===== config.mk =====
export PLATFORM = sky130hd
export DESIGN_NAME = ldtu_rx_idle_strip_fifo_flat
export DESIGN_NICKNAME = d
export VERILOG_FILES = /design/src/rtl/ldtu_rx_idle_strip_fifo_if.sv /design/src/rtl/ldtu_rx_idle_strip_fifo.sv /design/src/flat_wrapper.sv
export SDC_FILE = /design/constraint.sdc
export NUM_CORES = 1
export LEC_CHECK = 0
export ABC_AREA = 1
export BUFFER_PORTS_ARGS = -buffer_cell sky130_fd_sc_hd__buf_4
export CORE_MARGIN = 2
export CORE_UTILIZATION = 40
export CTS_CLUSTER_DIAMETER = 100
export DETAILED_ROUTE_END_ITERATION = 10
export SYNTH_ARGS = -nofsm -noshare
export SYNTH_HDL_FRONTEND = slang
export SYNTH_SLANG_ARGS = --single-unit

===== constraint.sdc =====
create_clock -name CLK -period 3.25 [get_ports CLK]
set_input_delay 0.65 -clock CLK [delete_from_list [all_inputs] [get_ports CLK]]
set_output_delay 0.65 -clock CLK [all_outputs]
set_load 0.05 [all_outputs]

===== src/rtl/ldtu_rx_idle_strip_fifo_if.sv =====
// Word-stream and read-side bus between a DTU receiver and its downstream consumer.
// The receiver takes the slave view and the consumer or bench takes the master view.
interface ldtu_rx_idle_strip_fifo_if #(
  parameter int unsigned W = 32
);
  logic [W-1:0] data_in_32;
  logic         data_valid;
  logic         rd_en;
  logic [W-1:0] data_out;
  logic         data_out_valid;
  logic         empty_signal;
  logic         full_signal;

  modport master (
    output data_in_32, data_valid, rd_en,
    input  data_out, data_out_valid, empty_signal, full_signal
  );

  modport slave (
    input  data_in_32, data_valid, rd_en,
    output data_out, data_out_valid, empty_signal, full_signal
  );
endinterface


===== src/rtl/ldtu_rx_idle_strip_fifo.sv =====
// DTU receive stage: locks on the idle stream, strips idle words and buffers data words.
// Downstream logic drains the buffered words with a read strobe.
module ldtu_rx_idle_strip_fifo #(
  parameter int unsigned        Nbits_32       = 32,
  parameter int unsigned        FifoDepth      = 16,
  parameter int unsigned        bits_ptr       = 4,
  parameter logic [Nbits_32-1:0] idle_patternEA = 32'hEAAAAAAA,
  parameter logic [Nbits_32-1:0] idle_pattern5A = 32'h5A5A5A5A,
  parameter int unsigned        LockIdleCount  = 4
) (
  input  logic        CLK,
  input  logic        reset,
  ldtu_rx_idle_strip_fifo_if.slave bus,
  output logic        locked,
  output logic        overflow,
  output logic [15:0] word_count,
  output logic [15:0] idle_count
);

  localparam int unsigned CntW = bits_ptr + 1;
  localparam int unsigned RunW = 4;

  typedef enum logic {ST_HUNT, ST_LOCKED} state_t;

  state_t              state, state_nxt;
  logic [RunW-1:0]     run_q, run_nxt;
  logic [bits_ptr-1:0] wr_ptr, rd_ptr;
  logic [CntW-1:0]     cnt_q, cnt_nxt;
  logic [Nbits_32-1:0] mem [FifoDepth];
  logic [Nbits_32-1:0] dout_q;
  logic                valid_q, empty_q, full_q;
  logic                is_idle_c, is_data_c, pop_c, wr_c, drop_c, idle_hit_c;

  assign is_idle_c = bus.data_valid &&
                     (bus.data_in_32 == idle_patternEA || bus.data_in_32 == idle_pattern5A);
  assign is_data_c = bus.data_valid && !is_idle_c;
  // No fall-through: pops are gated by the registered empty flag.
  assign pop_c     = bus.rd_en && !empty_q;
  assign cnt_nxt   = cnt_q + CntW'(wr_c) - CntW'(pop_c);

  always_ff @(posedge CLK) begin
    if (reset) state <= ST_HUNT;
    else       state <= state_nxt;
  end

  always_comb begin
    state_nxt = state;
    case (state)
      ST_HUNT:   if (is_idle_c && run_q == RunW'(LockIdleCount - 1)) state_nxt = ST_LOCKED;
      ST_LOCKED: if (is_data_c && full_q && !pop_c) state_nxt = ST_HUNT;
      default:   state_nxt = ST_HUNT;
    endcase
  end

  always_comb begin
    wr_c       = 1'b0;
    drop_c     = 1'b0;
    idle_hit_c = 1'b0;
    run_nxt    = run_q;
    case (state)
      ST_HUNT: begin
        if (is_idle_c) begin
          run_nxt = (run_q == RunW'(LockIdleCount - 1)) ? '0 : run_q + RunW'(1);
        end else if (is_data_c) begin
          run_nxt = '0;
        end
      end
      ST_LOCKED: begin
        run_nxt = '0;
        if (is_idle_c) idle_hit_c = 1'b1;
        else if (is_data_c) begin
          if (!full_q || pop_c) wr_c = 1'b1;
          else                  drop_c = 1'b1;
        end
      end
      default: run_nxt = '0;
    endcase
  end

  // Storage carries no reset; contents are unreachable once the pointers clear.
  always_ff @(posedge CLK) begin
    if (wr_c) mem[wr_ptr] <= bus.data_in_32;
  end

  always_ff @(posedge CLK) begin
    if (reset) begin
      run_q      <= '0;
      wr_ptr     <= '0;
      rd_ptr     <= '0;
      cnt_q      <= '0;
      empty_q    <= 1'b1;
      full_q     <= 1'b0;
      dout_q     <= idle_patternEA;
      valid_q    <= 1'b0;
      locked     <= 1'b0;
      overflow   <= 1'b0;
      word_count <= '0;
      idle_count <= '0;
    end else begin
      run_q   <= run_nxt;
      locked  <= (state_nxt == ST_LOCKED);
      valid_q <= pop_c;
      cnt_q   <= cnt_nxt;
      empty_q <= (cnt_nxt == CntW'(0));
      full_q  <= (cnt_nxt == CntW'(FifoDepth));
      if (wr_c) wr_ptr <= wr_ptr + bits_ptr'(1);
      if (pop_c) begin
        rd_ptr <= rd_ptr + bits_ptr'(1);
        dout_q <= mem[rd_ptr];
      end
      if (drop_c) overflow <= 1'b1;
      if (wr_c && word_count != 16'hFFFF) word_count <= word_count + 16'd1;
      if (idle_hit_c && idle_count != 16'hFFFF) idle_count <= idle_count + 16'd1;
    end
  end

  assign bus.data_out       = dout_q;
  assign bus.data_out_valid = valid_q;
  assign bus.empty_signal   = empty_q;
  assign bus.full_signal    = full_q;

endmodule


===== src/flat_wrapper.sv =====
// flat-port wrapper written by rule: the top's interface ports become plain ports
module ldtu_rx_idle_strip_fifo_flat 
#(
  parameter int unsigned        Nbits_32       = 32,
  parameter int unsigned        FifoDepth      = 16,
  parameter int unsigned        bits_ptr       = 4,
  parameter logic [Nbits_32-1:0] idle_patternEA = 32'hEAAAAAAA,
  parameter logic [Nbits_32-1:0] idle_pattern5A = 32'h5A5A5A5A,
  parameter int unsigned        LockIdleCount  = 4
)
  (CLK, reset, locked, overflow, word_count, idle_count, bus_data_in_32, bus_data_valid, bus_rd_en, bus_data_out, bus_data_out_valid, bus_empty_signal, bus_full_signal);
  ldtu_rx_idle_strip_fifo_if bus_i ();
  input  logic CLK;
  input  logic reset;
  output logic locked;
  output logic overflow;
  output logic [15:0] word_count;
  output logic [15:0] idle_count;
  input wire logic [$bits(bus_i.data_in_32)-1:0] bus_data_in_32;
  input wire logic [$bits(bus_i.data_valid)-1:0] bus_data_valid;
  input wire logic [$bits(bus_i.rd_en)-1:0] bus_rd_en;
  output wire logic [$bits(bus_i.data_out)-1:0] bus_data_out;
  output wire logic [$bits(bus_i.data_out_valid)-1:0] bus_data_out_valid;
  output wire logic [$bits(bus_i.empty_signal)-1:0] bus_empty_signal;
  output wire logic [$bits(bus_i.full_signal)-1:0] bus_full_signal;
  assign bus_i.data_in_32 = bus_data_in_32;
  assign bus_i.data_valid = bus_data_valid;
  assign bus_i.rd_en = bus_rd_en;
  assign bus_data_out = bus_i.data_out;
  assign bus_data_out_valid = bus_i.data_out_valid;
  assign bus_empty_signal = bus_i.empty_signal;
  assign bus_full_signal = bus_i.full_signal;
  ldtu_rx_idle_strip_fifo #(.Nbits_32(Nbits_32), .FifoDepth(FifoDepth), .bits_ptr(bits_ptr), .idle_patternEA(idle_patternEA), .idle_pattern5A(idle_pattern5A), .LockIdleCount(LockIdleCount)) u_core (.CLK(CLK), .reset(reset), .bus(bus_i), .locked(locked), .overflow(overflow), .word_count(word_count), .idle_count(idle_count));
endmodule

---- Word level (Yosys, flattened, before mapping) ----
Memories as Yosys holds them, arrays and structs flattened. A register that Yosys moved wholly into a read port is not among the register bits.
Index checks and enable logic that the tools add are counted.
word-level totals
  register bits after elaboration ......... 54
  bits in writable memories ............... 512
  logic and storage cells ................. 61
  memories ................................ 1
operators by class
  $add $sub $neg .......................... 7
  eq/ne operators ......................... 7
  multiplexer cells ....................... 19
  bitwise operators ....................... 1
  reductions and logical operators ........ 15
memory list
  name        depth  width  read ports  clocked after memory_dff  wr ports  line                           source
  u_core.mem  16     32     1           1                         1         ldtu_rx_idle_strip_fifo.sv:29  logic [Nbits_32-1:0] mem [FifoDepth];
operator list
  kind                     number
  $add A16 B1 Y16 const B  2
  $eq A32 B31 Y1 const B   1
  $eq A32 B32 Y1 const B   1
  $ne A16 B16 Y1 const B   2
  $mux W1                  14
  $add A4 B1 Y4 const B    3
  $mux W4                  3
  $logic_and A1 B1 Y1      8
  $pmux W4 S2              1
  $add A5 B1 Y5            1
  $eq A5 B5 Y1 const B     1
  $logic_not A5 Y1         1
  $sub A5 B1 Y5            1
  $eq A4 B2 Y1 const B     1
  $logic_not A1 Y1         4
  $ne A3 B1 Y1 const B     1
  $logic_or A1 B1 Y1       2
  $pmux W1 S2              1
  $not A1 Y1               1

---- Longest topological paths before layout ----
Gate-level depths: netlist of the first run.
  depth after elaboration ................. 11
  mapped depth ............................ 17
  depth with buffers taken out ............ 17

---- Worst setup path before layout of the first run ----
No wires, ideal clock.
  kind .................................... input-to-reg
  from .................................... input bus_rd_en
  to ...................................... memory u_core.mem[0][0], enable pin
  library setup time ...................... 0.421 ns
  arrival time ............................ 2.934 ns
  data required time ...................... 2.829 ns
  setup slack ............................. -0.105 ns
  stages on the path ...................... 8
  path buffers ............................ 0
  path through ............................ inv_1 nor2_2 inv_2 nand2_1 inv_1 nor2_4 nand2_1 nor2_1
between the ends
  longest elaborated chain between the ends .. 8
RTL lines
  element                        line                           source
  start: declaration             flat_wrapper.sv:21             input wire logic [$bits(bus_i.rd_en)-1:0] bus_rd_en;
  $logic_and A1 B1 Y1            ldtu_rx_idle_strip_fifo.sv:38  assign pop_c = bus.rd_en && !empty_q;
  $logic_or A1 B1 Y1             ldtu_rx_idle_strip_fifo.sv:72  if (!full_q || pop_c) wr_c = 1'b1;
  $mux W1                        ldtu_rx_idle_strip_fifo.sv:72
  $mux W1                        ldtu_rx_idle_strip_fifo.sv:71  else if (is_data_c) begin
  $mux W1                        ldtu_rx_idle_strip_fifo.sv:70  if (is_idle_c) idle_hit_c = 1'b1;
  $mux W1                        ldtu_rx_idle_strip_fifo.sv:60  case (state)
  named net u_core.wr_c          ldtu_rx_idle_strip_fifo.sv:32  logic is_idle_c, is_data_c, pop_c, wr_c, drop_c, idle_hit_c;
  $mux W1                        ldtu_rx_idle_strip_fifo.sv:82  if (wr_c) mem[wr_ptr] <= bus.data_in_32;
  $mux W1 (not written as such)  ldtu_rx_idle_strip_fifo.sv:82
  end: declaration               ldtu_rx_idle_strip_fifo.sv:29
The timed path passes the listed nets, and every way through them passes these cells.

---- Worst setup path after layout of the first run ----
  from .................................... input bus_data_in_32[18]
  to ...................................... memory u_core.mem[13][16], enable pin
between the ends
  longest elaborated chain between the ends .. 10
RTL lines
  element                                           line                           source
  start: declaration                                flat_wrapper.sv:19             input wire logic [$bits(bus_i.data_in_32)-1:0] bus_data_in_32;
  $eq A32 B32 Y1 or $eq A32 B31 Y1 (tied branches)  ldtu_rx_idle_strip_fifo.sv:35  (bus.data_in_32 == idle_patternEA || bus.data_in_32 == idle_pattern5A);
  $logic_or A1 B1 Y1 *                              ldtu_rx_idle_strip_fifo.sv:35
  $logic_and A1 B1 Y1 *                             ldtu_rx_idle_strip_fifo.sv:34  assign is_idle_c = bus.data_valid &&
  $logic_not A1 Y1                                  ldtu_rx_idle_strip_fifo.sv:36  assign is_data_c = bus.data_valid && !is_idle_c;
  $logic_and A1 B1 Y1                               ldtu_rx_idle_strip_fifo.sv:36
  $mux W1                                           ldtu_rx_idle_strip_fifo.sv:71
  $mux W1 *                                         ldtu_rx_idle_strip_fifo.sv:70
  $mux W1 *                                         ldtu_rx_idle_strip_fifo.sv:60
  named net u_core.wr_c                             ldtu_rx_idle_strip_fifo.sv:32
  $mux W1 *                                         ldtu_rx_idle_strip_fifo.sv:82
  $mux W1 (not written as such) *                   ldtu_rx_idle_strip_fifo.sv:82
The timed path passes the listed nets; every way through them passes the cells marked *.

==> results of run 1 <==
[critical path: stages]
cell and delay, ps:
buf_4 200, inv_1 100, nand2_1 60, nor2_1 40, buf_4 150, nand2_1 70, nor2_1 60, nand2_1 150
nand2_1 140, nor2_4 220, nand2_1 200, nor2_4 730, buf_4 300
[worst max-delay path by stage]
stage	start	endpoint	slack (ps)	depth (start not counted)
floorplan	bus_rd_en	u_core.mem[0][0]	-100	8
global placement	bus_data_in_32[18]	u_core.mem[13][10]	-140	13
detailed placement	bus_data_in_32[18]	u_core.mem[13][20]	-140	13
CTS	bus_data_in_32[18]	u_core.mem[13][16]	520	13
global route	bus_data_in_32[18]	u_core.mem[13][16]	370	13
finish	bus_data_in_32[18]	u_core.mem[13][16]	510	13
[sequential cells by signal, summed over array words and instances (netlist names)]
name and flops:
u_core.bus.empty_signal 1, u_core.run_q 4, u_core.cnt_q 5, u_core.word_count 16, u_core.idle_count 16, u_core.locked 1, u_core.bus.full_signal 1, u_core.mem 512
u_core.wr_ptr 4, u_core.bus.data_out 32, u_core.overflow 1, u_core.bus.data_out_valid 1, u_core.rd_ptr 4
[stage by stage]
step / power (uW) / setup slack (ps) / utilization (%) / instance area, um^2 / std cells
2_1_floorplan: 11000 / -105 / - / 24500 / 2109
3_3_place_gp: 12000 / -139 / 44.0 / 26600 / 2955
3_5_place_dp: 12000 / -143 / 44.0 / 26600 / 2955
4_1_cts: 19000 / 521 / 47.3 / 28600 / 3069
5_1_grt: 19600 / 371 / 47.3 / 28600 / 3069
6_report: 18800 / 509 / 47.3 / 28600 / 3069
[layout make-up]
cell class | instances | area, um^2
multi-input combinational | 1275 | 6440
tap | 782 | 978
clock buffer | 69 | 1550
sequential | 598 | 17100
inverter | 110 | 418
timing repair buffer | 190 | 1650
fill | 5314 | 31900
clock inverter | 45 | 462
[cell families (layout without fill, tap and decap cells)]
kind of cell | count (synthesis) | in the layout | share of synthesized area [%]
simple gates | 758 | 758 | 12.7
flops | 598 | 598 | 69.8
compound gates | 474 | 474 | 11.4
buf+inv | 236 | 414 | 4.35
xor+xnor | 25 | 25 | 0.894
fa+ha+maj | 14 | 14 | 0.746
mux | 4 | 4 | 0.164
[placed cells by master, fill, tap and decap left out, drive strengths merged, types with 2 or more instances in the layout]
cell      instances
edfxtp          512
nor2            365
o21ai           274
nand2           263
buf             190
inv             111
nand3            93
dfxtp            86
o221ai           71
clkbuf           69
o22ai            57
a21oi            56
clkinv           33
nand4            24
xor2             18
ha               13
a21boi           11
nor3             10
bufinv            8
xnor2             7
mux2i             4
clkinvlp          3
a211oi            2
[metal layers]
layer	wire (um)	global-route usage, %
met4	1780	6.96
met2	31900	34.9
met1	29000	28.3
met5	13	0
met3	3730	2.88
[power by group]
group	switching, uW	total [uW]	internal [uW]
Combinational	2270	3210	940
Sequential	158	8620	8460
Clock	2940	6990	4050
==> results.md, run 1 <==
- Global-route wire length before repair: slightly above 100 mm
- Sequential fraction of the synthesis area: 69.8%
- Core area: between 60000 and 70000 um^2
- FFs w/ async S/R, synth: 0%
- DRT Pass-1 Iters: 7
- Yosys warns: 0
- Clk pin slew, worst setup/hold paths: approximately 60 ps
- Vias in the first global route: between 15000 and 20000
- Final ANT Viol Nets: 0
- Setup TNS: 0 ps
- Ports: about 110
- # nets final: ~2300
- Hold Slack: approximately 250 ps
- Final hold vios: 0
- Max Fclk: approximately 360 MHz
- Status: completed
- Pwr Density: about 660 nW/um^2
- Reg2Reg Setup Slack: around 730 ps
- Number of remaining DRC errors: 0
- CTS tree: done
- Crit share post-route: 84.3%
- Startpoint types: input port
- R2r endpoint: u_core.mem[13][16]
- H-tree levels: 2
- Hpwl dp: 39.8 mm
- Diodes inserted: 0
- Clock skew: 30.4 ps
- Synth Flop Type: edfxtp_1
- Syn Std Cell Area: about 24000 um^2
- Wirelength per Cell: roughly 22 um
- Inserted Clock Buffers: 60
- IO Port Bufs: approximately 100
- Hold wc startpoint: bus_data_in_32[0]
- R2r worst-path depth: 7
- Synth top area cells: edfxtp_1 63%, dfxtp_1 7.0%, nor2_1 5.5%
- Final-report setup violation count: 0
- Synth area leader: edfxtp_1
- Yosys reg bits: around 600
- Crit path time final: 2740 ps
- Initial Utilization: 40.5%
- Arrival time worst endpoint: 3090 ps
- Drt total wl: between 60 and 70 mm
- Final Slew Violations: 0
- R2R Path Start: u_core.locked
- P&R area growth vs syn: 16.9%
- Most numerous cell in the Yosys netlist: edfxtp_1
- Vias post-DR: about 17000
- Avg Cell Area, Syn: roughly 12 um^2
- Cts repair resizes: 0
- Gpl congestion: approximately 0.86
- Layout cells sized above 1: about 14%
- Yosys cell types: 39
- Crit path kind: in -> reg
- Initial antenna violation count: 1
- Critical path required time: roughly 3600 ps
- Max Buffers Root-to-Sink: 3
- Worst Hold Class: in -> reg
- Slew @ Worst Pin: around 900 ps
- Worst setup EP type: flop
- Worst Hold End: u_core.mem[10][0]
- Full die area: about 63000 um^2
- CP max FO: 17
- CTS Sinks: between 500 and 600
- RSZ-0062 raised after global routing: false
- Clk Latency, worst-skew pair: about 630 ps
- Max-Cap Viols: 0
- Die W: ~250 um
- Number of enable flip-flop cells after synthesis: about 510
- Top-area cell type share of the netlist area: a little over three fifths
- Initial DRC Count: between 1500 and 2000
- Die height: roughly 250 um
- CTS Hold Bufs: 0
- Leak: between 0.009 and 0.01 uW
- Largest net degree at the start of global routing: around 160
- Gr usage total: a little over a fifth
- Clock Tree Root: clkbuf_16
- Slew margin rel.: between 30% and 40%
- Vias/cell: around 5.5
- Syn Nets: between 2000 and 2500
- Hold path cells: 1
- Num rows: 90
- Grt total ovfl: 0
- Mapped Cells: around 2100
- Setup bufs post-CTS: 0
- Maximum vdd ir drop: about 0.00044 V
- Post-synth top cells: 512 x edfxtp_1, 361 x nor2_1, 253 x nand2_1, 210 x o21ai_0, 107 x inv_1
Note: power is estimated with default switching activity, not from simulation.
==> run 2, diff against run 1 <==
==> constraint.sdc (replaced) <==
create_clock -name CLK -period 2.85 [get_ports CLK]
set_input_delay 0.57 -clock CLK [delete_from_list [all_inputs] [get_ports CLK]]
set_output_delay 0.57 -clock CLK [all_outputs]
set_load 0.05 [all_outputs]
==> run 2 against run 1 <==
Combinational power increased by 17%. Clock-buffer cell count up 16. First-iteration DRC count down 12%. Hold slack lost 78 ps. Wire length up 1.9%. Largest cell class unchanged.
==> results.md, run 2 (synthesis results as in run 1) <==
- Status: completed
- Inserted Clock Buffers: roughly 60
- Leak: 0.0100 uW
- Worst Hold Class: in -> reg
- Cts repair resizes: 0
- Critical path required time: between 3000 and 4000 ps
- Commonest non-fill, non-tap cell in the layout: edfxtp_1
- Largest net degree at the start of global routing: around 120
- Number of remaining DRC errors: 0
- Full die area: about 63000 um^2
- Core area: slightly above 60000 um^2
- Ports: 105
- Crit path time final: 2330 ps
- Clk pin slew, worst setup/hold paths: approximately 60 ps
- Diodes inserted: 0
- IO Port Bufs: around 100
- Max reg flops: 512
- Setup TNS: 0 ps
- Crit share post-route: 81.6%
- Gpl congestion: 0.837
- Grt total ovfl: 0
- Startpoint types: input port
- Layout cells sized above 1: about 15%
- Final hold vios: 0
- CP delay by family, top: simple AND/OR/NAND/NOR gates
- Initial Utilization: about two fifths
- RSZ-0062 raised after global routing: false
- Dpl cells: between 2000 and 3000
- Slew margin rel.: between 50 and 60%
- Drt total wl: around 68 mm
- H-tree levels: 2
- WP buf/inv: 4
- Max Buffers Root-to-Sink: 3
- Clock Tree Root: clkbuf_16
- Gr usage total: between 20% and 30%
- Worst path most repeated cell: nand2_1
- Vias/cell: 5.55
- Hold Slack: between 150 and 200 ps
- Num rows: 90
- CTS Sinks: 598
- Crit path kind: in -> reg
- Initial DRC Count: approximately 1500
- Final ANT Viol Nets: 0
- Slew @ Worst Pin: about 670 ps
- Die W: 251 um
- Arrival time worst endpoint: roughly 2900 ps
- Setup bufs post-CTS: 0
- Initial antenna violation count: 0
- Reg with most FFs: u_core.mem
- Max Fclk: 430 MHz
- Maximum vdd ir drop: 0.000530 V
- # nets final: 2312
- Final Slew Violations: 0
- Clock skew: between 15 and 20 ps
- Die height: 251 um
- Worst path max stage delay: approximately 410 ps
- DRT Pass-1 Iters: 5
- Worst path slowest cell: fa_1
- CP cell instances: buf_4 -> nand2_1 -> inv_1 -> nand2_1 -> nor2_1 -> nand2_1 -> nand2_1 -> nand2_1 -> nand2_1 -> nor2_4 -> ha_1 -> inv_1 -> fa_1 -> buf_4 -> xor2_1 -> nand4_1 -> nor3_1
- P&R area growth vs syn: 19.1%
- Wirelength per Cell: 21.9 um
- CTS Hold Bufs: 0
- Pwr Density: 743 nW/um^2
- Vias post-DR: roughly 17000
- Worst setup EP type: flop
- Most frequent cells in the layout: 512 x edfxtp_1, 345 x nor2_1, 253 x nand2_1
- Clk Latency, worst-skew pair: between 600 and 700 ps
- Vias in the first global route: 16700
- Max-Cap Viols: 0
- Global-route wire length before repair: 102 mm
- CTS tree: done
- Power Total: 21700 uW
- Non-filler cells, final: roughly 3100
- Final-report setup violation count: 0
- Filler Cell Count: ~5300
- Hpwl dp: roughly 42 mm
- CP max FO: 7
[run 2: changes by cell type in the layout (fill, tap and decap cells not counted), sizes merged]
| cell | before | now |
|---|---|---|
| inv | 111 | 110 |
| bufinv | 8 | 6 |
| clkinv | 33 | 20 |
| buf | 190 | 216 |
| clkinvlp | 3 | 4 |
| clkbuf | 69 | 85 |
[run 2: stage by stage]
step                      util [%]  setup WS, ps  instance area (um^2)
final                         48.2           524                 29200
after global routing          48.2           326                 29200
after global placement        44.9         -52.9                 27100
after CTS                     48.2           518                 29200
after floorplan                  -          -425                 24500
after detailed placement      44.9          -125                 27100
[run 2: metal layers]
layer,vias up,track usage (%),share of wire (%)
li1,7863,-,-
met1,8523,29.0,43
met2,674,34.3,47
met3,126,3.68,6.6
met4,0,7.06,3.1
met5,-,0,0
[run 2: report_power, final]
part / internal [uW] / leakage [uW] / switching, uW
Clock: 4730 / 0.000984 / 3340
Combinational: 1150 / 0.00376 / 2630
Sequential: 9650 / 0.00530 / 153
[run 2: worst paths after layout]
path | to | cells after the start | slack (ps) | from
worst min-delay path | u_core.mem[5][1] | 1 | 180 | bus_data_in_32[1]
worst min register to register | u_core.bus.data_out[9] | 2 | 470 | u_core.bus.data_out[9]
worst max-delay path | u_core.bus.full_signal | 17 | 520 | bus_data_in_32[20]
worst max register to register | u_core.bus.full_signal | 11 | 540 | u_core.locked
[run 2: area by class of cell]
type / count / area, um^2 / share of cell area [%]
well taps: 782 / 978 / 3.36
flip-flops and latches: 598 / 17100 / 58.7
repair buffers: 216 / 2180 / 7.49
inverters: 110 / 418 / 1.43
clock inverters: 30 / 304 / 1.04
multi-input cells: 1275 / 6440 / 22.1
clock buffers: 85 / 1720 / 5.90
==> run 3, diff against run 2 <==
==> constraint.sdc (replaced) <==
create_clock -name CLK -period 1.9 [get_ports CLK]
set_input_delay 0.38 -clock CLK [delete_from_list [all_inputs] [get_ports CLK]]
set_output_delay 0.38 -clock CLK [all_outputs]
set_load 0.05 [all_outputs]
==> run 3 against run 2 <==
The flow now finishes with violations (setup timing). First-iteration DRC count up 7.4%. Global-route usage up 0.71 points. Worst setup slack worse by 620 ps. Clock power up 61%. Largest cell class unchanged. Largest power group unchanged.
==> results.md, run 3 (synthesis results as in run 1) <==
- RSZ-0062 raised after global routing: true
- Failing checks: setup timing
- Gr usage total: approximately 22%
- Worst path max stage delay: 350 ps
- Arrival time worst endpoint: about 2500 ps
- Top Usage Layer GRT: met2
- Clock Tree Root: clkbuf_16
- Max Fclk: 501 MHz
- Grt total ovfl: 0
- Startpoint types: flop
- Critical path required time: between 2000 and 2500 ps
- Crit path time final: 1990 ps
- CTS Sinks: 598
- Gpl congestion: 0.853
- # nets final: about 2400
- Max-Cap Viols: 0
- Final Slew Violations: 0
- Placement Cell Area: between 20000 and 30000 um^2
- Drt total wl: 70.1 mm
- Final instance area: ~30000 um^2
- Worst path most repeated cell: inv_2
- Maximum vdd ir drop: between 0.0007 and 0.0008 V
- IO Port Bufs: between 100 and 150
- Global-route wire length before repair: 105 mm
- Core area: 60500 um^2
- Commonest non-fill, non-tap cell in the layout: edfxtp_1
- DRT Pass-1 Iters: 8
- Initial DRC Count: 1602
- Clock skew: between 20 and 30 ps
- Leak: ~0.011 uW
- Layout cells sized above 1: between 10% and 20%
- Final ANT Viol Nets: 0
- Met2 GRT Util: 35.6%
- Crit path kind: reg -> reg
- Worst Hold Class: in -> reg
- Power Total: about 34000 uW
- Hpwl dp: 43.4 mm
- Wirelength per Cell: 22.0 um
- Inserted Clock Buffers: 66
- Number of remaining DRC errors: 0
- Worst path slowest cell: dfxtp_4
- GR Util met3: under 10%
- Slew margin rel.: 58.3%
- Status: finished, violations left
- CP cell instances: nor2_4 -> ha_1 -> inv_2 -> ha_4 -> inv_2 -> fa_2 -> buf_4 -> xor2_2 -> nand4_1 -> a21oi_1
- Initial antenna violation count: 2
- Num rows: 90
- Final-report setup violation count: 3
- Pwr Density: 1120 nW/um^2
- Initial Utilization: roughly 40%
- Final hold vios: 0
- CTS tree: done
- Largest net degree at the start of global routing: 71
- Max Buffers Root-to-Sink: 3
- Vias post-DR: between 15000 and 20000
- Ports: 105
- Vias/cell: about 5.5
- Vias in the first global route: between 15000 and 20000
- CP max FO: 4
- Reg with most FFs: u_core.mem
- Worst setup EP type: flop
- Max reg flops: about 500
- Clk Latency, worst-skew pair: approximately 610 ps
- Met1 global-route usage: roughly 30%
- Most frequent cells in the layout: 512 x edfxtp_1, 343 x nor2_1, 236 x nand2_1
- Full die area: approximately 63000 um^2
- Setup ws final: -94.4 ps
- P&R area growth vs syn: 24.5%
- Die W: 251 um
- Die height: ~250 um
- Crit share post-route: 105%
- Slew @ Worst Pin: 625 ps
- H-tree levels: 3
- Clk pin slew, worst setup/hold paths: around 60 ps
[run 3: cell count changes in the layout (fill, tap and decap cells not counted), moves of 4 or more]
| cell | before | now |
|---|---|---|
| buf_12 | 45 | 64 |
| dfxtp_1 | 82 | 77 |
| inv_2 | 2 | 10 |
| nand2_2 | 10 | 18 |
| dfxtp_2 | 1 | 5 |
| clkbuf_16 | 63 | 72 |
| clkbuf_1 | 16 | 9 |
| nand2_1 | 253 | 236 |
| buf_4 | 171 | 217 |
| inv_1 | 106 | 98 |
| nand2_4 | 0 | 6 |
| dlygate4sd3_1 | 0 | 5 |
[run 3: area by class of cell]
| cell class | instances | area, um^2 |
|---|---|---|
| fill | 5125 | 30000 |
| timing repair buffer | 295 | 3170 |
| tap | 782 | 978 |
| clock buffer | 81 | 1780 |
| antenna | 1 | 2.50 |
| clock inverter | 39 | 420 |
| inverter | 110 | 418 |
| multi-input combinational | 1275 | 6600 |
| sequential | 598 | 17100 |
[run 3: layer usage]
layer | share of wire (%) | vias up
li1 | - | 8041
met1 | 43 | 8625
met2 | 48 | 683
met3 | 6.9 | 113
met4 | 2.6 | 2
met5 | 0.017 | -
[run 3: timing repair]
item / 4_1_cts / 5_1_grt
cloned: 1 / 5
pin swaps: 8 / 10
endpoints found under the setup margin: 83 / 103
buffers inserted: 6 / 7
gates resized for setup: 6 / 13
hold buffers: 5 / 0
hold endpoints to repair: 11 / 0
[run 3: stage by stage]
step	hold WS (ps)	TNS, ps	setup WS, ps	util (%)	cells
floorplan	461	-142410	-342	-	2109
global placement	452	-231910	-566	46.0	3036
detailed placement	455	-233370	-673	46.0	3036
CTS	27.3	-666	-119	49.9	3168
global route	32.2	-12330	-206	50.4	3180
finish	58.6	-256	-94.4	50.4	3181
[run 3: path summary, 6_finish.rpt]
path | depth (start not counted) | start | slack [ps] | endpoint
worst max-delay path | 10 | u_core.bus.empty_signal | -90 | u_core.bus.empty_signal
worst min-delay path | 1 | bus_data_in_32[27] | 60 | u_core.mem[6][27]
worst max register to register | 10 | u_core.bus.empty_signal | -90 | u_core.bus.empty_signal
worst min register to register | 1 | u_core.overflow | 460 | u_core.overflow
[run 3: power breakdown]
part	internal (uW)	total [uW]	switching, uW
clock network	7680	13000	5300
registers	14500	14700	177
logic	2180	6350	4160
[run 3: critical path, delay by kind of cell (launching register included)]
family,cells,cell delay (ps)
AOI/OAI and AO/OA,1,160
buffers and inverters,3,250
adders and majority gates,3,720
DFF,1,350
and+or+nand+nor,2,280
xor gates and xnor gates,1,150
